--- src/rtl/frame_serializer_pkg.sv ---
// Shared types and helpers for the frame serializer: FSM state encoding and counter sizing.
package frame_serializer_pkg;

   typedef enum logic [1:0] {
      StIdle  = 2'd0,
      StSync  = 2'd1,
      StShift = 2'd2,
      StGap   = 2'd3
   } state_e;

   // Bits needed to count 0..n-1, never less than one.
   function automatic int unsigned cnt_width(input int unsigned n);
      return (n > 1) ? $clog2(n) : 1;
   endfunction

endpackage

--- src/rtl/frame_serializer_word_hold_reg.sv ---
// Single-entry holding register: captures a word on load, releases it on drain.
module word_hold_reg #(
   parameter int unsigned WIDTH = 8
) (
   input  logic             clk_i,
   input  logic             rst_i,
   input  logic             load_i,
   input  logic             drain_i,
   input  logic [WIDTH-1:0] data_i,
   output logic [WIDTH-1:0] data_o,
   output logic             full_o
);

   logic [WIDTH-1:0] data_q, data_d;
   logic             full_q, full_d;

   always_comb begin
      data_d = data_q;
      full_d = full_q;
      if (drain_i) begin
         full_d = 1'b0;
      end else if (load_i) begin
         full_d = 1'b1;
         data_d = data_i;
      end
   end

   always_ff @(posedge clk_i) begin
      if (rst_i) begin
         data_q <= '0;
         full_q <= 1'b0;
      end else begin
         data_q <= data_d;
         full_q <= full_d;
      end
   end

   assign data_o = data_q;
   assign full_o = full_q;

endmodule

--- src/rtl/frame_serializer.sv ---
// Parallel-to-serial framer: one-cycle sync pulse, WIDTH data bits MSB-first, then an idle gap.
module frame_serializer
   import frame_serializer_pkg::*;
#(
   parameter int unsigned WIDTH      = 8,
   parameter int unsigned GAP        = 2,
   parameter logic        IDLE_LEVEL = 1'b0
) (
   input  logic             Clock,
   input  logic             R,
   input  logic [WIDTH-1:0] Din,
   input  logic             Load,
   output logic             Ready,
   output logic             S,
   output logic             I,
   output logic             Busy,
   output logic             Done
);

   localparam int unsigned    BitW    = cnt_width(WIDTH);
   localparam int unsigned    GapW    = cnt_width(GAP + 1);
   localparam logic [BitW-1:0] BitLast = BitW'(WIDTH - 1);
   localparam logic [GapW-1:0] GapLast = GapW'((GAP > 0) ? GAP - 1 : 0);

   state_e           state_q, state_d;
   logic [WIDTH-1:0] sreg_q, sreg_d;
   logic [BitW-1:0]  bit_cnt_q, bit_cnt_d;
   logic [GapW-1:0]  gap_cnt_q, gap_cnt_d;
   logic             s_q, s_d, i_q, i_d, busy_q, busy_d, done_q, done_d;

   logic             hold_full, drain, accept;
   logic [WIDTH-1:0] hold_data;

   // Ready depends only on hold state, so accept has no combinational loop through Ready.
   assign Ready  = ~hold_full;
   assign accept = Load & ~hold_full & ~R;

   word_hold_reg #(
      .WIDTH (WIDTH)
   ) u_hold (
      .clk_i   (Clock),
      .rst_i   (R),
      .load_i  (accept),
      .drain_i (drain),
      .data_i  (Din),
      .data_o  (hold_data),
      .full_o  (hold_full)
   );

   always_comb begin
      state_d   = state_q;
      sreg_d    = sreg_q;
      bit_cnt_d = bit_cnt_q;
      gap_cnt_d = gap_cnt_q;
      drain     = 1'b0;

      case (state_q)
         StIdle: begin
            if (hold_full) state_d = StSync;
         end
         StSync: begin
            state_d   = StShift;
            bit_cnt_d = '0;
         end
         StShift: begin
            sreg_d    = {sreg_q[WIDTH-2:0], 1'b0};
            bit_cnt_d = bit_cnt_q + 1'b1;
            if (bit_cnt_q == BitLast) begin
               bit_cnt_d = '0;
               gap_cnt_d = '0;
               if (GAP > 0) state_d = StGap;
               else         state_d = hold_full ? StSync : StIdle;
            end
         end
         StGap: begin
            gap_cnt_d = gap_cnt_q + 1'b1;
            if (gap_cnt_q == GapLast) begin
               gap_cnt_d = '0;
               state_d   = hold_full ? StSync : StIdle;
            end
         end
         default: state_d = StIdle;
      endcase

      // Every entry into SYNC pulls the queued word into the shifter.
      if (state_d == StSync) begin
         drain  = 1'b1;
         sreg_d = hold_data;
      end
   end

   // Outputs are registered from next-state values so they line up with the state they describe.
   always_comb begin
      s_d    = (state_d == StSync);
      busy_d = (state_d != StIdle);
      done_d = (state_d == StShift) && (bit_cnt_d == BitLast);
      case (state_d)
         StSync:  i_d = 1'b0;
         StShift: i_d = sreg_d[WIDTH-1];
         default: i_d = IDLE_LEVEL;
      endcase
   end

   always_ff @(posedge Clock) begin
      if (R) begin
         state_q   <= StIdle;
         sreg_q    <= '0;
         bit_cnt_q <= '0;
         gap_cnt_q <= '0;
         s_q       <= 1'b0;
         i_q       <= IDLE_LEVEL;
         busy_q    <= 1'b0;
         done_q    <= 1'b0;
      end else begin
         state_q   <= state_d;
         sreg_q    <= sreg_d;
         bit_cnt_q <= bit_cnt_d;
         gap_cnt_q <= gap_cnt_d;
         s_q       <= s_d;
         i_q       <= i_d;
         busy_q    <= busy_d;
         done_q    <= done_d;
      end
   end

   assign S    = s_q;
   assign I    = i_q;
   assign Busy = busy_q;
   assign Done = done_q;

endmodule

--- config.mk ---
export PLATFORM = sky130hd
export DESIGN_NAME = frame_serializer
export DESIGN_NICKNAME = d
export VERILOG_FILES = /design/src/rtl/frame_serializer_pkg.sv /design/src/rtl/frame_serializer_word_hold_reg.sv /design/src/rtl/frame_serializer.sv
export SDC_FILE = /design/constraint.sdc
export NUM_CORES = 1
export LEC_CHECK = 0
export BUFFER_PORTS_ARGS = -buffer_cell sky130_fd_sc_hd__buf_2
export CORE_ASPECT_RATIO = 0.9
export CORE_MARGIN = 1.5
export CORE_UTILIZATION = 61
export CTS_CLUSTER_SIZE = 12
export DETAILED_ROUTE_END_ITERATION = 6
export PLACE_DENSITY = 0.81
export SETUP_SLACK_MARGIN = 0.5
export SLEW_MARGIN = 0
export SYNTH_ARGS = -nofsm -noshare
export SYNTH_HDL_FRONTEND = slang
export SYNTH_HIERARCHICAL = 1
export SYNTH_SLANG_ARGS = --single-unit
--- constraint.sdc ---
create_clock -name Clock -period 2.9 [get_ports Clock]
set_clock_uncertainty 0.05 [all_clocks]
set_input_delay 0.725 -clock Clock [delete_from_list [all_inputs] [get_ports Clock]]
set_output_delay 0.725 -clock Clock [all_outputs]
set_load 0.02 [all_outputs]
Word level (Yosys, flattened, before mapping)
Cells that the tools add are included.

Input port bits: 11. Logic and storage cells: 50. Bits in registers: 28.

Bitwise gates (word level): 6. $add $sub $neg: 2. Multiplexer cells: 13. Reductions and logical operators: 9. Equal/unequal tests: 9.

Operators by type and width (count): two-way mux 8 bit (2); two-way mux 2 bit (5); one-hot mux 2 bit (4 select lines) (1); equality test 2 x 1 -> 1 bit (second input constant) (3); equality test 2 bit (second input constant) (3); equality test 3 bit (second input constant) (2); one-hot mux 3 bit (2 select lines) (1); nonzero test 2 bit (3); inverter 1 bit (4); one-hot mux 2 bit (2 select lines) (1); AND reduction 2 bit (2); OR reduction 2 bit (2); adder 3 x 1 -> 3 bit (second input constant) (1); two-way mux 3 bit (1); adder 2 x 1 -> 2 bit (second input constant) (1); AND 1 bit (2); logical NOT 2 bit (1); two-way mux 1 bit (2); inequality test 2 bit (second input constant) (1); logical AND 1 bit (1).

Longest topological paths before layout
Gate-level depths: netlist (run 1).

Depth in word-level cells: 7. Gate-level depth with buffers: 9. Mapped depth without buffers: 9.

Hierarchy
The synthesis (run 1) kept the hierarchy.

By module, submodules not included: frame_serializer (area an instance 972.2 µm², instances 1, cells an instance 99); word_hold_reg (area an instance 402.9 µm², instances 1, cells an instance 37).

Worst setup path after synthesis (run 1)
OpenSTA, ideal clock, no wires.

Path type: input port to flip-flop. Start: input R. End: register u_hold.data_q[4], in the netlist u_hold/data_o[4]. Setup slack: 0.783 ns. Library setup time: 0.119 ns. Cell stages on the path: 4. Arrival: 1.947 ns. Path through: clkbuf_1 > nor3b_1 > and2b_4 > o21ai_1.

Longest elaborated chain between the ends: 3.

Ends and longest elaborated chain: start: declaration (RTL line frame_serializer.sv:10) `input logic R,`; inverter 1 bit (RTL line frame_serializer.sv:36) `assign accept = Load & ~hold_full & ~R;`; AND 1 bit (RTL line frame_serializer.sv:36); named net accept (RTL line frame_serializer.sv:31) `logic hold_full, drain, accept;`; AND reduction 2 bit (no line); end signal: assignment (RTL line frame_serializer_word_hold_reg.sv:33) `data_q <= data_d;`; end: declaration (RTL line frame_serializer_word_hold_reg.sv:14) `logic [WIDTH-1:0] data_q, data_d;`.

The timed path passes the listed nets, and every way through them passes these cells. A chain may end at the register's enable or synchronous reset.

Worst setup path in the final report (run 1)
Start: register state_q[1]. End: register u_hold.data_q[4], in the netlist u_hold/data_o[4].

Longest elaborated chain between the ends: 6.

Ends and longest elaborated chain: start: declaration (RTL line frame_serializer.sv:25) `state_e state_q, state_d;`; start signal: assignment (RTL line frame_serializer.sv:106) `state_q <= StIdle;`; start signal: assignment (RTL line frame_serializer.sv:115) `state_q <= state_d;`; equality test 2 bit, or another cell as far along (RTL line frame_serializer.sv:57) `case (state_q)`; one-hot mux 2 bit (4 select lines) * (RTL line frame_serializer.sv:57); equality test 2 x 1 -> 1 bit * (RTL line frame_serializer.sv:86) `if (state_d == StSync) begin`; two-way mux 1 bit * (RTL line frame_serializer.sv:86); named net drain (RTL line frame_serializer.sv:31); inverter 1 bit (no line) *; AND reduction 2 bit (no line) *.

Mark *: on every way through the listed nets, which the timed path passes. The rest lies on a longest branch.

==> results of run 1 <==
[logic make-up (layout without fill, tap and decap cells)]
| group | count (synthesis) | in the layout | share of synthesized area [%] |
|---|---|---|---|
| simple gates | 54 | 54 | 27.21 |
| mux | 9 | 9 | 6.552 |
| buf+inv | 9 | 25 | 3.183 |
| compound gates | 31 | 31 | 17.74 |
| flops | 28 | 28 | 40.76 |
| fa+ha+maj | 5 | 5 | 4.550 |
[path summary, 6_finish.rpt]
path	from	endpoint	slack, ps	cells after the start
setup / recovery	state_q[1]	u_hold/data_o[4]	660	8
hold / removal	u_hold/data_o[6]	u_hold/data_o[6]	440	2
setup reg to reg	state_q[1]	u_hold/data_o[4]	660	8
hold reg to reg	u_hold/data_o[6]	u_hold/data_o[6]	440	2
[worst max-delay path, delay by kind of cell, from the launching register on]
family,cells,cell delay [ps]
fa+ha+maj,1,230
flops,1,510
compound gates,3,750
simple gates,2,360
buf+inv,2,280
[report_power, final]
group          switching [mW]  internal [mW]
registers              0.0535          0.463
logic                   0.381          0.265
clock network           0.112          0.140
total                   0.546          0.868
[routing by layer]
| layer | wire length [um] | global-route usage, % | vias to the layer above |
|---|---|---|---|
| met5 | 0 | 0 | - |
| met4 | 46 | 10.77 | 0 |
| li1 | - | - | 534 |
| met1 | 1197 | 29.47 | 469 |
| met3 | 116 | 5.625 | 6 |
| met2 | 1154 | 35.75 | 25 |
[through the flow]
| stage | cell area (um^2) | instances |
|---|---|---|
| floorplan | 1375 | 136 |
| global placement | 1470 | 175 |
| detailed placement | 1470 | 175 |
| CTS | 1523 | 179 |
| global route | 1523 | 179 |
| finish | 1523 | 179 |
[synthesized netlist by cell type, drive strengths merged]
library cell	number
nor2b	3
nand2b	13
ha	5
o21a	2
a31oi	1
a211oi	7
mux2i	9
a32oi	1
nor3	9
a21oi	8
a31o	1
clkbuf	2
inv	4
nor4	1
o21ai	11
nand3	4
nand4bb	8
nand4b	1
dfxtp	28
nor2	8
nor3b	3
and2b	1
buf	3
nand2	1
nand3b	2
[layout make-up]
type                    instances  area, um^2  share of cell area (%)
clock buffers                   3       22.52                   1.479
clock inverters                 1       30.03                   1.972
inverters                       4       15.01                  0.9860
multi-input cells              99       770.7                   50.62
flip-flops and latches         28       560.5                   36.81
well taps                      27       33.78                   2.219
repair buffers                 17       90.09                   5.916
[state kept, by name (all words and copies together), names as in the netlist]
register	count
u_hold/full_o	1
Busy	1
state_q	2
sreg_q	8
u_hold/data_o	8
gap_cnt_q	2
bit_cnt_q	3
I	1
S	1
Done	1
[cells in the final DEF, fill, tap and decap left out, drive strengths merged, types with 2 or more instances in the layout]
| master | n |
|---|---|
| o21a | 2 |
| o21ai | 11 |
| dfxtp | 28 |
| nand3 | 4 |
| clkbuf | 3 |
| a211oi | 7 |
| inv | 4 |
| nor3b | 3 |
| nor2b | 3 |
| ha | 5 |
| buf | 17 |
| nand3b | 2 |
| nor2 | 8 |
| nor3 | 9 |
| mux2i | 9 |
| a21oi | 8 |
| nand2b | 13 |
| nand4bb | 8 |
==> results.cfg, run 1 <==
[run_status]
outcome = finished, final reports clean

[layout]
n_fill_cell = 174
nets = 169
syn2layout_area_growth_pct = 10.74
final_core_util_pct = 70.43
drive_gt1_share_pct = 23.68
antenna_cells = 0

[clock_network]
cts_tree = done
cts_max_path_buffers = 2
h-tree-depth = 1
clockRootBuffer = clkbuf_4
post_cts_buffers = 0
path_clk_slew_ps = 150
clk_latency_ps = 330
post_cts_resize_count = 0
cts.sinks = 28
cts_buffers = 3
holdBufCountCts = 0

[sta]
rsz0062_at_grt = false
drv_slew = 0
fin_ws_ps = 662.1
slew_headroom_pct = 65.19
whs_ps = 435.2
fmax_ghz = 0.4468
hold_viol = 0
fin_tns_setup_ps = 0
worstMarginPinSlew_ps = 522.2
setup_viol = 0
min_period_ps = 2238
finalCritPeriodShare_pct = 77.17

[global_routing]
grt_pass1_wl_um = 4029
grt_pass1_vias = 903
grt_use_total_pct = 22.63
antenna_found_initial = 0
gr-total-overflow = 0
grt_start_max_net_pins = 37

[drt]
vias = 1034
drtIter0Drc = 35
viasPerCell = 5.777
finalWirelength_um = 2515
wl_per_cell_um = 14.05
drc = 0
ant_nets = 0
drtPass1Iterations = 4

[power_and_ir_drop]
p_per_area_mw_per_mm2 = 928.5
finalPower_mw = 1.414
ir_drop_mv = 0.5247
p_leak_nw = 0.5581

[setup_path]
critPathArrivalTime_ps = 2460
cp-end-kind = flip-flop
path_max_fanout = 10
worstPathCellList = inv_1 -> ha_1 -> a21oi_1 -> a31o_4 -> nand2_4 -> inv_1 -> and2b_4 -> o21ai_1
worstSetupPathType = reg -> reg
worstSetupStartpointType = flip-flop
critical_path_required_ps = 3120
cp_slowest_cell = dfxtp_1
path_common_cell = inv_1
worst_path_largest_cell_delay_ps = 510

[die]
die_h_um = 48.04
io_pins = 16
row_count = 16
core_mm2 = 0.002162
initial_core_util_pct = 63.60
die_x_um = 53.05
dieArea_mm2 = 0.002548

[synth]
synth_area_mm2 = 0.001375
synth_area_leaders = dfxtp_1 41%, mux2i_1 6.6%, nand4bb_1 6.6%
avgSynthCellArea_um2 = 10.11
mappedNetlistNets = 152
yosysUniqueCellTypes = 33
synthCells = 136
yosys_warnings = 6
synth_top_area_cell = dfxtp_1
post-synth-top-area-fraction_pct = 40.76
ys_seq_elements = 28
yosysSeqAreaShare_pct = 40.76

[worst_hold_path]
hold_class = reg -> reg

[flow_run]
drv_cap = 0

[placement]
post-place-ws_ps = 704.7
routabilityCongestion = 0.7797
portBuffers = 15
hpwl_um = 1847
Power figures use the tool's default switching activity.
==> inputs of run 2 (changes only) <==
--- a/config.mk
+++ b/config.mk
@@ -5,13 +5,14 @@
 export SDC_FILE = /design/constraint.sdc
 export NUM_CORES = 1
 export LEC_CHECK = 0
+export ABC_AREA = 1
 export BUFFER_PORTS_ARGS = -buffer_cell sky130_fd_sc_hd__buf_2
 export CORE_ASPECT_RATIO = 0.9
 export CORE_MARGIN = 1.5
-export CORE_UTILIZATION = 61
+export CORE_UTILIZATION = 56
 export CTS_CLUSTER_SIZE = 12
 export DETAILED_ROUTE_END_ITERATION = 6
-export PLACE_DENSITY = 0.81
+export PLACE_DENSITY = 0.75
 export SETUP_SLACK_MARGIN = 0.5
 export SLEW_MARGIN = 0
 export SYNTH_ARGS = -nofsm -noshare
==> constraint.sdc (replaced) <==
create_clock -name Clock -period 2.2 [get_ports Clock]
set_clock_uncertainty 0.05 [all_clocks]
set_input_delay 0.55 -clock Clock [delete_from_list [all_inputs] [get_ports Clock]]
set_output_delay 0.55 -clock Clock [all_outputs]
set_load 0.02 [all_outputs]
==> run 2 against run 1 <==
Sequential power increased by 41%. First-iteration DRC count decreased by 11%. Core utilization increased by 5.4 points. Die area increased by 5.8%. Clock power about the same. Critical endpoint is now I. Highest routed layer unchanged.
==> results.cfg, run 2 <==
[drt]
drc = 0
drtIter0Drc = 31
ant_nets = 0
vias = 1282
wl_per_cell_um = 12.15
finalWirelength_um = 3013
viasPerCell = 5.169
drtPass1Iterations = 4

[setup_path]
critPathArrivalTime_ps = 1970
worstSetupStartpointType = flip-flop
critical_path_required_ps = 2420
path_max_fanout = 5
worst_path_largest_cell_delay_ps = 380
worstRegToRegCells = 12
worstSetupPathType = reg -> reg
worstPathCellList = clkinv_4 -> ha_4 -> inv_8 -> nand2_2 -> nor2_2 -> nand2_2 -> nand2_4 -> nand3_4 -> buf_4 -> nand2_1 -> nand2_2 -> nor3_2
cp-end-kind = flip-flop
cp_slowest_cell = dfxtp_2
path_common_cell = nand2_2

[clock_network]
cts_tree = done
clk_latency_ps = 330
cts_buffers = 3
path_clk_slew_ps = 150
clockRootBuffer = clkbuf_4
cts_max_path_buffers = 2
h-tree-depth = 1
cts.sinks = 28
holdBufCountCts = 0

[die]
io_pins = 16
die_h_um = 49.41
initial_core_util_pct = 60.30
core_mm2 = 0.002222
die_x_um = 54.57
row_count = 16
dieArea_mm2 = 0.002696

[power_and_ir_drop]
pwr-share-clk_pct = 11.0
p_comb_share_pct = 57.0
p_per_area_mw_per_mm2 = 1354
p_int_mw = 1.274
ir_drop_mv = 0.8010
pwr-share-seq_pct = 32.0
sw_frac_of_total_pct = 44.13
p_leak_nw = 0.7719
p_sw_mw = 1.006

[sta]
rsz0062_at_grt = true
setup_viol = 0
min_period_ps = 1756
hold_viol = 0
fin_tns_setup_ps = 0
fmax_ghz = 0.5694
drv_slew = 0
worstMarginPinSlew_ps = 346.8
slew_headroom_pct = 76.88
finalCritPeriodShare_pct = 79.83

[synth]
avgSynthCellArea_um2 = 7.053
synth_flop_cell = dfxtp_1
post-synth-top-area-fraction_pct = 41.83
yosys_warnings = 6
yosysSeqAreaShare_pct = 41.83
ys_seq_elements = 28
mappedNetlistNets = 206
synth_area_leaders = dfxtp_1 42%, nand2_1 11%, nor2_1 8.7%
yosysUniqueCellTypes = 21
synth_top_area_cell = dfxtp_1
synthCells = 190
synth_most_common_cell = nand2_1
synthArstFlopShare_pct = 0
synth_common_cells = 39 x nand2_1, 31 x nor2_1, 29 x inv_1
synth_edf_count = 0
synth_area_mm2 = 0.001340

[layout]
syn2layout_area_growth_pct = 25.68
layout_commonest_cell = nand2_1
final_core_util_pct = 75.79
antenna_cells = 0
stdcell_count = 248
drive_gt1_share_pct = 30.77
final_cell_mix = 36 x nand2_1, 28 x nor2_1, 24 x dfxtp_1, 23 x inv_1, 21 x nand3_1
nets = 238

[global_routing]
grt_start_max_net_pins = 18
grt_pass1_wl_um = 4685
grt_pass1_vias = 1086
antenna_found_initial = 0
grt_use_total_pct = 23.26
gr-total-overflow = 0

[placement]
portBuffers = 15
hpwl_um = 1859
routabilityCongestion = 0.7723
place_inst = 230

[run_status]
outcome = finished, final reports clean

[worst_hold_path]
hold_class = reg -> reg
min_path_cells = 2

[flow_run]
drv_cap = 0
run 2: layout make-up:
cell class / instances / area [um^2]
multi-input cells: 127 / 713.2
flip-flops and latches: 28 / 568.0
fillers: 161 / 538.0
repair buffers: 31 / 198.9
inverters: 31 / 133.9
clock buffers: 4 / 36.28
well taps: 27 / 33.78
run 2: metrics by stage:
| stage | hold slack [ps] | total power, mW | instance area (um^2) | setup WS, ps |
|---|---|---|---|---|
| 2_1_floorplan | 383.4 | 1.479 | 1340 | 514.5 |
| 3_3_place_gp | 396.7 | 1.612 | 1430 | 335.4 |
| 3_5_place_dp | 411.4 | 1.642 | 1430 | 226.2 |
| 4_1_cts | 430.3 | 2.015 | 1535 | 510.3 |
| 5_1_grt | 461.4 | 2.465 | 1684 | 333.6 |
| 6_report | 429.6 | 2.280 | 1684 | 443.6 |
run 2: kinds of logic after synthesis:
family / after synthesis / share of synthesized area, %
multiplexers: 1 / 0.7470
flip-flops: 28 / 41.83
AO/OA/AOI/OAI: 15 / 5.602
buffers and inverters: 35 / 11.30
AND/OR/NAND/NOR: 106 / 35.86
adder cells (fa/ha/maj): 5 / 4.669
run 2: timing repair:
action,in CTS,in global routing
resized for setup,14,21
setup endpoints to repair,18,16
pin swaps,2,18
buffers inserted,4,10
run 2: metal layers:
metal  vias up  GRT usage, %  share of wire (%)
li1        654             -                  -
met1       568         31.98                 47
met2        48         36.55                 45
met3        12         6.442                5.4
met4         0         3.750                2.4
met5         -             0                  0
run 2: worst paths after layout:
kind,startpoint,to,slack (ps)
worst max-delay path,state_q[0],I,440
worst min-delay path,gap_cnt_q[1],gap_cnt_q[1],430
worst max register to register,state_q[0],I,440
worst min register to register,gap_cnt_q[1],gap_cnt_q[1],430
run 2: worst max-delay path: cells and delay by family, from the launching register on:
kind,cells,cell delay [ps]
buffers and inverters,3,290
and+or+nand+nor,8,770
adders and majority gates,1,190
DFF,1,380
run 2: power groups by stage:
stage	combinational [mW]	clock [mW]	sequential [mW]
2_1_floorplan	0.752	0	0.727
3_3_place_gp	0.900	0	0.712
3_5_place_dp	0.925	0	0.716
4_1_cts	1.05	0.256	0.712
5_1_grt	1.44	0.280	0.745
6_report	1.30	0.251	0.729
